==> src/rtl/phys_free_list.sv <==
// Circular FIFO of free physical register tags feeding rename; releases pushed at commit.
// Grant is combinational off the show-ahead head; pop and push take effect on the clock edge.
module phys_free_list #(
    parameter int  NUM_ARCH_REGS = 35,
    parameter int  NUM_PHYS_REGS = 64,
    localparam int LOG_PHYS      = $clog2(NUM_PHYS_REGS)
) (
    input  logic                CLK,
    input  logic                RESET,
    input  logic                Alloc_req,
    output logic                Alloc_grant,
    output logic [LOG_PHYS-1:0] Alloc_reg,
    input  logic                Free_req,
    input  logic [LOG_PHYS-1:0] Free_reg,
    output logic [LOG_PHYS:0]   Count,
    output logic                Empty,
    output logic                Full,
    output logic                Err_dbl_free,
    output logic                Err_overflow
);
    localparam int DEPTH = NUM_PHYS_REGS - NUM_ARCH_REGS;
    localparam int PTR_W = (DEPTH > 1) ? $clog2(DEPTH) : 1;

    logic [LOG_PHYS-1:0]      tags [DEPTH];
    logic [PTR_W-1:0]         head;
    logic [PTR_W-1:0]         tail;
    logic [LOG_PHYS:0]        cnt;
    logic [NUM_PHYS_REGS-1:0] bitmap;
    logic                     err_dbl;
    logic                     err_ovf;

    logic                     in_range;
    logic                     already_free;
    logic                     accept;

    function automatic logic [PTR_W-1:0] ptr_next(input logic [PTR_W-1:0] p);
        return (p == PTR_W'(DEPTH - 1)) ? '0 : p + 1'b1;
    endfunction

    assign Empty        = (cnt == '0);
    assign Full         = (cnt == (LOG_PHYS+1)'(DEPTH));
    assign Alloc_reg    = tags[head];
    assign Alloc_grant  = Alloc_req & ~Empty;
    assign Count        = cnt;
    assign Err_dbl_free = err_dbl;
    assign Err_overflow = err_ovf;

    // Range is checked before the bitmap lookup so an out-of-range tag never indexes it.
    assign in_range     = (int'(Free_reg) < NUM_PHYS_REGS);
    assign already_free = in_range ? bitmap[Free_reg] : 1'b0;
    assign accept       = Free_req & ~Full & in_range & ~already_free;

    always_ff @(posedge CLK or negedge RESET) begin
        if (!RESET) begin
            for (int i = 0; i < DEPTH; i++)
                tags[i] <= LOG_PHYS'(NUM_ARCH_REGS + i);
            for (int t = 0; t < NUM_PHYS_REGS; t++)
                bitmap[t] <= (t >= NUM_ARCH_REGS);
            head    <= '0;
            tail    <= '0;
            cnt     <= (LOG_PHYS+1)'(DEPTH);
            err_dbl <= 1'b0;
            err_ovf <= 1'b0;
        end else begin
            if (Alloc_grant) begin
                head              <= ptr_next(head);
                bitmap[Alloc_reg] <= 1'b0;
            end
            // A granted tag still has its bit set, so accept never targets the same bit.
            if (accept) begin
                tags[tail]       <= Free_reg;
                tail             <= ptr_next(tail);
                bitmap[Free_reg] <= 1'b1;
            end
            case ({accept, Alloc_grant})
                2'b10:   cnt <= cnt + 1'b1;
                2'b01:   cnt <= cnt - 1'b1;
                default: cnt <= cnt;
            endcase
            if (Free_req && !accept) begin
                if (Full || !in_range)
                    err_ovf <= 1'b1;
                else
                    err_dbl <= 1'b1;
            end
        end
    end
endmodule
==> config.mk <==
export PLATFORM = sky130hd
export DESIGN_NAME = phys_free_list
export DESIGN_NICKNAME = d
export VERILOG_FILES = /design/src/rtl/phys_free_list.sv
export SDC_FILE = /design/constraint.sdc
export NUM_CORES = 1
export LEC_CHECK = 0
export BUFFER_PORTS_ARGS = -buffer_cell sky130_fd_sc_hd__buf_2
export CORE_MARGIN = 2
export CORE_UTILIZATION = 50
export CTS_BUF_LIST = sky130_fd_sc_hd__clkbuf_4 sky130_fd_sc_hd__clkbuf_8
export CTS_CLUSTER_DIAMETER = 40
export DETAILED_ROUTE_END_ITERATION = 12
export PLACE_DENSITY_LB_ADDON = 0.15
export REMOVE_ABC_BUFFERS = 1
export SLEW_MARGIN = 25
export SYNTH_ARGS = -nofsm -noshare
export SYNTH_HDL_FRONTEND = slang
export SYNTH_SLANG_ARGS = --single-unit
==> constraint.sdc <==
create_clock -name CLK -period 10 [get_ports CLK]
set_input_delay 2 -clock CLK [delete_from_list [all_inputs] [get_ports CLK]]
set_output_delay 2 -clock CLK [all_outputs]
set_load 0.05 [all_outputs]
==> Flow_metrics.wiki, run 1 <==
{| class="wikitable"
! Metric !! Value
|-
| Result of the run || complete, no violations
|-
| Critical Path Max Stage Delay || 0.77 ns
|-
| Number of placed cells counting well taps || 1288
|-
| Count of final setup violators || 0
|-
| Initial antenna violation count || 1
|-
| Count of warnings emitted by yosys || 0
|-
| Worst hold margin || 0.449 ns
|-
| Maximum achievable frequency || 0.155 GHz
|-
| Kind of capture point of the worst setup path || register
|-
| Least setup slack across all paths after layout || 3.53 ns
|-
| I/O pin count || 28
|-
| Die Y || 166 um
|-
| Cells along the critical path || buf_2 > buf_4 > mux4_1 > mux2_2 > a2bb2oi_2 > and4b_1 > and3_4 > inv_1 > ha_1 > xor2_1 > ha_1 > or3_1 > a21oi_1 > nor3_1 > a41oi_1 > o22ai_1 > o21bai_1 > xnor2_1
|-
| Number of pins exceeding their max-slew limit in the final report || 0
|-
| Part of the cycle the worst path needs || 0.647
|-
| Cell occurring most often along the worst timing path || sky130_fd_sc_hd__ha_1
|-
| Cell types with the highest counts after synthesis || sky130_fd_sc_hd__dfstp_2, sky130_fd_sc_hd__o21ai_0, sky130_fd_sc_hd__dfrtp_1
|-
| DRC viols || 0
|-
| Relative area change from synthesis to final layout || 10.9%
|-
| Overall Global Routing Usage || 0.242
|-
| Cell type with the highest aggregate area in the netlist || sky130_fd_sc_hd__dfstp_2
|-
| Reported max-cap violation count || 0
|-
| Hold buffers post-CTS || 0
|-
| First-pass GRT wire length || 50.0 mm
|-
| Post-layout min period || 6.47 ns
|-
| Die X-Extent || 166 um
|-
| VDD IR-drop max || 0.000254 V
|-
| Post-synthesis cell area || 13000 um^2
|-
| Total Neg Setup Slack || 0 ns
|-
| Gpl congestion || 0.855
|-
| Pin count of the biggest net entering global routing || 75
|-
| Diode count || 0
|-
| Core region area || 25800 um^2
|-
| Number of distinct library cell variants in the gate-level netlist after synthesis || 65
|-
| Relative slew slack || 0.380
|-
| Critical Path Start Type || primary input
|-
| Instance area after placement || 13300 um^2
|-
| Final antenna-violating net count || 0
|-
| Synthesis-stage register bit count || 257
|-
| Total CTS buffers || 49
|-
| Total Power Consumption || 4.86 mW
|-
| Setup Slack @ Placement || 2.93 ns
|-
| Clock tree from TritonCTS || yes
|-
| Fraction of synthesis flops using an asynchronous set or reset pin || 1.00
|-
| Power density cells || 336 nW/um^2
|-
| HPWL Detailed || 19.7 mm
|-
| Fraction of layout cells with a size suffix above 1 || 0.432
|-
| Count leader, synth || sky130_fd_sc_hd__dfstp_2
|-
| Cell chosen for the clock root || sky130_fd_sc_hd__clkbuf_8
|-
| CTS HTree Levels || 2
|-
| Post-synthesis cell count || 978
|-
| Number of enable flip-flop cells after synthesis || 0
|-
| Largest fanout on the critical path || 53
|-
| Design area || 14500 um^2
|-
| IO Port Bufs || 27
|-
| Avg Synthesized Cell Area || 13.3 um^2
|-
| Sequential area share after synthesis || 0.507
|-
| Vias in the first global route || 8430
|-
| Utilization after layout || 0.560
|-
| Data arrival time at the worst-slack endpoint || 6.95 ns
|-
| First-iteration detailed-routing DRC count || 647
|-
| Std-Cell Rows || 59
|-
| Clock Sink Count || 257
|-
| Die area || 27400 um^2
|-
| Most common flop cell mapped by yosys || sky130_fd_sc_hd__dfstp_2
|-
| Slowest-stage cell, CP || sky130_fd_sc_hd__and3_4
|-
| Final cell count without fillers || 1381
|-
| Number of optimization iterations in the first detailed-route pass || 5
|-
| Final hold violation count || 0
|-
| Routed wirelength normalized by instance count || 22.9 um
|-
| Top post-synthesis cells by area || sky130_fd_sc_hd__dfstp_2, sky130_fd_sc_hd__dfrtp_1, sky130_fd_sc_hd__mux2_2, sky130_fd_sc_hd__mux2_1, sky130_fd_sc_hd__mux4_2
|-
| Post-Route Skew || 0.0445 ns
|-
| Grt ovf || 0
|-
| Count of vias placed by the detailed router || 8388
|-
| Routed via count divided by cell count || 6.07
|-
| Unrepaired setup endpoints after global routing || false
|-
| Reg clk slew, reported paths || 0.06 ns
|-
| Worst min-delay path class || reg2reg
|-
| Number of buffers inserted to repair setup after CTS || 0
|-
| Wire length after detailed routing || 31.6 mm
|-
| Starting Density || 0.505
|-
| Critical Path RT || 10.48 ns
|-
| Slew at the pin with the worst max-slew slack || 0.930 ns
|-
| Worst Setup Path Type || in2reg
|-
| Clock Path Buffers || 3
|-
| Total number of nets in the final design || 1025
|-
| Lkg Pwr || 5.90 nW
|-
| Quantity of gates resized following cts || 0
|-
| Fraction of synthesized cell area taken by the top area cell type || 0.282
|-
| Latest clock arrival within the worst-skew pair || 0.58 ns
|}
power breakdown:
group          switching [mW]  leakage (nW)  internal (mW)
combinational            1.07          2.35          0.746
clock                   0.448         0.586          0.694
sequential              0.272          2.96           1.63
total                    1.79          5.90           3.07
cell usage in the layout (no fill, tap or decap), types with 5 or more instances in the layout:
master	Yosys	final
sky130_fd_sc_hd__dfrtp_1	117	115
sky130_fd_sc_hd__xnor2_1	5	5
sky130_fd_sc_hd__nor2b_1	12	12
sky130_fd_sc_hd__nand3_1	10	10
sky130_fd_sc_hd__xor2_1	5	5
sky130_fd_sc_hd__clkbuf_4	0	24
sky130_fd_sc_hd__nand2_1	36	36
sky130_fd_sc_hd__clkbuf_8	0	58
sky130_fd_sc_hd__nand2b_1	8	8
sky130_fd_sc_hd__a22oi_1	10	10
sky130_fd_sc_hd__a21oi_1	12	12
sky130_fd_sc_hd__buf_2	10	26
sky130_fd_sc_hd__mux2_2	90	90
sky130_fd_sc_hd__nor3_1	7	7
sky130_fd_sc_hd__a221oi_1	12	12
sky130_fd_sc_hd__nor3b_1	9	9
sky130_fd_sc_hd__mux2_1	89	89
sky130_fd_sc_hd__dfstp_2	140	140
sky130_fd_sc_hd__mux2i_1	17	17
sky130_fd_sc_hd__o21ai_1	20	20
sky130_fd_sc_hd__buf_4	10	15
sky130_fd_sc_hd__inv_1	9	9
sky130_fd_sc_hd__and3_1	5	5
sky130_fd_sc_hd__mux4_2	44	44
sky130_fd_sc_hd__nand3_4	27	27
sky130_fd_sc_hd__ha_1	10	10
sky130_fd_sc_hd__and2_1	5	5
sky130_fd_sc_hd__nand3b_1	8	8
sky130_fd_sc_hd__nor2_1	16	16
sky130_fd_sc_hd__o21ai_0	124	124
sky130_fd_sc_hd__a21o_1	5	5
sky130_fd_sc_hd__mux2_4	6	6
logic make-up after synthesis:
group / share of synthesized area
AO/OA/AOI/OAI: 0.0955
XOR/XNOR: 0.00671
adder cells (fa/ha/maj): 0.00959
buffers and inverters: 0.0336
flip-flops: 0.507
multiplexers: 0.252
AND/OR/NAND/NOR: 0.0956
per-layer routing:
metal / global-route usage / vias up / wire length [um]
li1: - / 3726 / -
met1: 0.348 / 4328 / 14200
met2: 0.367 / 255 / 14600
met3: 0.0500 / 77 / 1880
met4: 0.0835 / 2 / 877
met5: 0 / - / 12
sequential cells by signal, summed over array words and instances (netlist names):
| register | cells |
|---|---|
| Count | 7 |
| Err_overflow | 1 |
| tail | 5 |
| bitmap | 64 |
| Err_dbl_free | 1 |
| head | 5 |
| tags | 174 |
worst max-delay path, delay by kind of cell:
| kind | cells | cell delay (ns) |
|---|---|---|
| adder cells (fa/ha/maj) | 2 | 0.67 |
| buffers and inverters | 3 | 0.73 |
| AO/OA/AOI/OAI | 5 | 0.78 |
| AND/OR/NAND/NOR | 4 | 1.43 |
| multiplexers | 2 | 0.92 |
| XOR/XNOR | 2 | 0.35 |
path summary, 6_finish.rpt:
kind,from,endpoint,slack (ns),cells past startpoint
setup / recovery,Free_reg[1],Count[6],3.53,18
hold / removal,Err_overflow,Err_overflow,0.45,1
setup reg to reg,bitmap[4],Count[6],5.29,16
hold reg to reg,Err_overflow,Err_overflow,0.45,1
max in group asynchronous,RESET,head[2],7.14,3
min in group asynchronous,RESET,bitmap[9],1.31,1
final cells by class:
class | instances | area [um^2]
clock buffer | 82 | 978
clock inverter | 10 | 136
fill | 2184 | 11400
inverter | 11 | 41.3
multi-input combinational | 643 | 6000
sequential | 257 | 6610
tap | 335 | 419
timing repair buffer | 43 | 285
No activity file was read; power rests on OpenSTA's default activity.
==> run 2, diff against run 1 <==
- clock period: 10 -> 6.05 ns (I/O delays scaled with it)
==> run 2 against run 1 <==
First-iteration DRC count is 4.2% lower. Highest routed layer unchanged. Combinational power is 62% higher. Final area hardly changed. Critical path type is now reg2out.
==> Flow_metrics.wiki, run 2 (synthesis results as in run 1) <==
{| class="wikitable"
! Metric !! Value
|-
| Vias in the first global route || 8708
|-
| Die area || 27400 um^2
|-
| Overall Global Routing Usage || 0.250
|-
| Start point of the critical path || head[1]
|-
| Initial antenna violation count || 1
|-
| Number of optimization iterations in the first detailed-route pass || 5
|-
| Wire length after detailed routing || 32.6 mm
|-
| Die Y || 166 um
|-
| Worst min-delay path class || reg2reg
|-
| Number of pins exceeding their max-slew limit in the final report || 0
|-
| Part of the cycle the worst path needs || 0.798
|-
| Latest clock arrival within the worst-skew pair || 0.59 ns
|-
| Clock tree from TritonCTS || yes
|-
| Family with the most delay on the worst path || buffers and inverters
|-
| Power density cells || 556 nW/um^2
|-
| Total Neg Setup Slack || 0 ns
|-
| Pin count of the biggest net entering global routing || 111
|-
| DRC viols || 0
|-
| Maximum achievable frequency || 0.207 GHz
|-
| Count of vias placed by the detailed router || 8405
|-
| Total number of nets in the final design || 1028
|-
| Total CTS buffers || 48
|-
| Post-layout min period || 4.83 ns
|-
| First-pass GRT wire length || 51.5 mm
|-
| IO Port Bufs || 27
|-
| Kind of capture point of the worst setup path || output pin
|-
| Largest fanout on the critical path || 27
|-
| Die X-Extent || 166 um
|-
| Starting Density || 0.505
|-
| Worst Setup Path Type || reg2out
|-
| Cell occurring most often along the worst timing path || sky130_fd_sc_hd__buf_4
|-
| Count of final setup violators || 0
|-
| Setup Slack @ Placement || 0.759 ns
|-
| Reported max-cap violation count || 0
|-
| Buffers & Inverters on Critical Path || 3
|-
| Fraction of layout cells with a size suffix above 1 || 0.433
|-
| I/O pin count || 28
|-
| Hold buffers post-CTS || 0
|-
| Critical Path Start Type || register
|-
| Data arrival time at the worst-slack endpoint || 3.62 ns
|-
| CTS HTree Levels || 2
|-
| Commonest non-fill, non-tap cell in the layout || sky130_fd_sc_hd__dfstp_2
|-
| Relative area change from synthesis to final layout || 10.9%
|-
| Number of buffers inserted to repair setup after CTS || 0
|-
| Core region area || 25800 um^2
|-
| Internal reg-to-reg setup slack || 2.07 ns
|-
| Final antenna-violating net count || 0
|-
| Slowest-stage cell, CP || sky130_fd_sc_hd__dfrtp_2
|-
| Gpl congestion || 0.816
|-
| Std-Cell Rows || 59
|-
| Slew at the pin with the worst max-slew slack || 0.891 ns
|-
| Cells along the critical path || buf_4 > mux4_2 > a22oi_1 > and3_1 > a21oi_1 > buf_4 > buf_2
|-
| Reg2reg start || bitmap[0]
|-
| Most used cells in the layout excluding fill and tap cells || sky130_fd_sc_hd__dfstp_2, sky130_fd_sc_hd__o21ai_0, sky130_fd_sc_hd__dfrtp_1
|-
| Critical Path RT || 4.84 ns
|-
| Routed via count divided by cell count || 6.08
|-
| Lkg Pwr || 5.91 nW
|-
| First-iteration detailed-routing DRC count || 620
|-
| Critical Path Max Stage Delay || 0.88 ns
|-
| Quantity of gates resized following cts || 0
|-
| Grt ovf || 0
|-
| Cell chosen for the clock root || sky130_fd_sc_hd__clkbuf_8
|-
| Design area || 14500 um^2
|-
| VDD IR-drop max || 0.000456 V
|-
| Clock Sink Count || 257
|-
| Diode count || 0
|-
| Post-Route Skew || 0.0584 ns
|-
| Reg clk slew, reported paths || 0.06 ns
|-
| Flip-flop count of the largest register after layout || 174
|-
| Routed wirelength normalized by instance count || 23.6 um
|-
| HPWL Detailed || 20.8 mm
|-
| Top reg by flops || tags
|-
| Relative slew slack || 0.406
|-
| Instance area after placement || 13400 um^2
|-
| Launch instance of the worst min-delay path || Err_dbl_free
|-
| Least setup slack across all paths after layout || 1.22 ns
|-
| Worst hold margin || 0.454 ns
|-
| Clock Path Buffers || 3
|-
| Final hold violation count || 0
|-
| Unrepaired setup endpoints after global routing || false
|-
| Result of the run || complete, no violations
|}
run 2: changes by cell type in the layout (fill, tap and decap cells not counted):
cell	delta
sky130_fd_sc_hd__buf_4	+4
sky130_fd_sc_hd__clkbuf_4	-3
sky130_fd_sc_hd__clkbuf_8	+2
sky130_fd_sc_hd__buf_12	+1
sky130_fd_sc_hd__buf_16	-1
sky130_fd_sc_hd__bufinv_16	-1
sky130_fd_sc_hd__clkinv_2	+1
sky130_fd_sc_hd__clkinv_4	-1
sky130_fd_sc_hd__clkinvlp_4	-1
sky130_fd_sc_hd__inv_6	+1
run 2: final timing paths:
path	depth (start not counted)	endpoint
setup / recovery	7	Alloc_reg[5]
hold / removal	1	Err_dbl_free
max in group asynchronous	2	tags[54]
setup reg to reg	17	Count[6]
min in group asynchronous	1	bitmap[15]
hold reg to reg	1	Err_dbl_free
run 2: layer usage:
metal | track usage | vias to the layer above | wire length (um)
met5 | 0 | - | 8
met4 | 0.0784 | 2 | 797
met3 | 0.0420 | 72 | 1530
met2 | 0.395 | 202 | 15400
met1 | 0.354 | 4384 | 14900
li1 | - | 3745 | -
run 2: report_power, final:
part	total, mW	internal, mW	switching, mW	leakage [nW]
Sequential	3.24	2.70	0.536	2.96
Combinational	2.94	1.24	1.70	2.37
Clock	1.86	1.11	0.747	0.577
Total	8.04	5.05	2.99	5.91
run 2: per-stage QoR:
step | std cells | power [mW] | util
2_1_floorplan | 911 | 5.20 | -
3_3_place_gp | 1293 | 6.13 | 0.518
3_5_place_dp | 1293 | 6.20 | 0.518
4_1_cts | 1383 | 8.09 | 0.560
5_1_grt | 1383 | 8.49 | 0.560
6_report | 1383 | 8.04 | 0.560
run 2: layout make-up:
type,count,area (um^2)
tap,335,419
multi-input combinational,643,6000
sequential,257,6610
timing repair buffer,47,308
clock inverter,9,104
fill,2169,11400
inverter,11,41.3
clock buffer,81,983
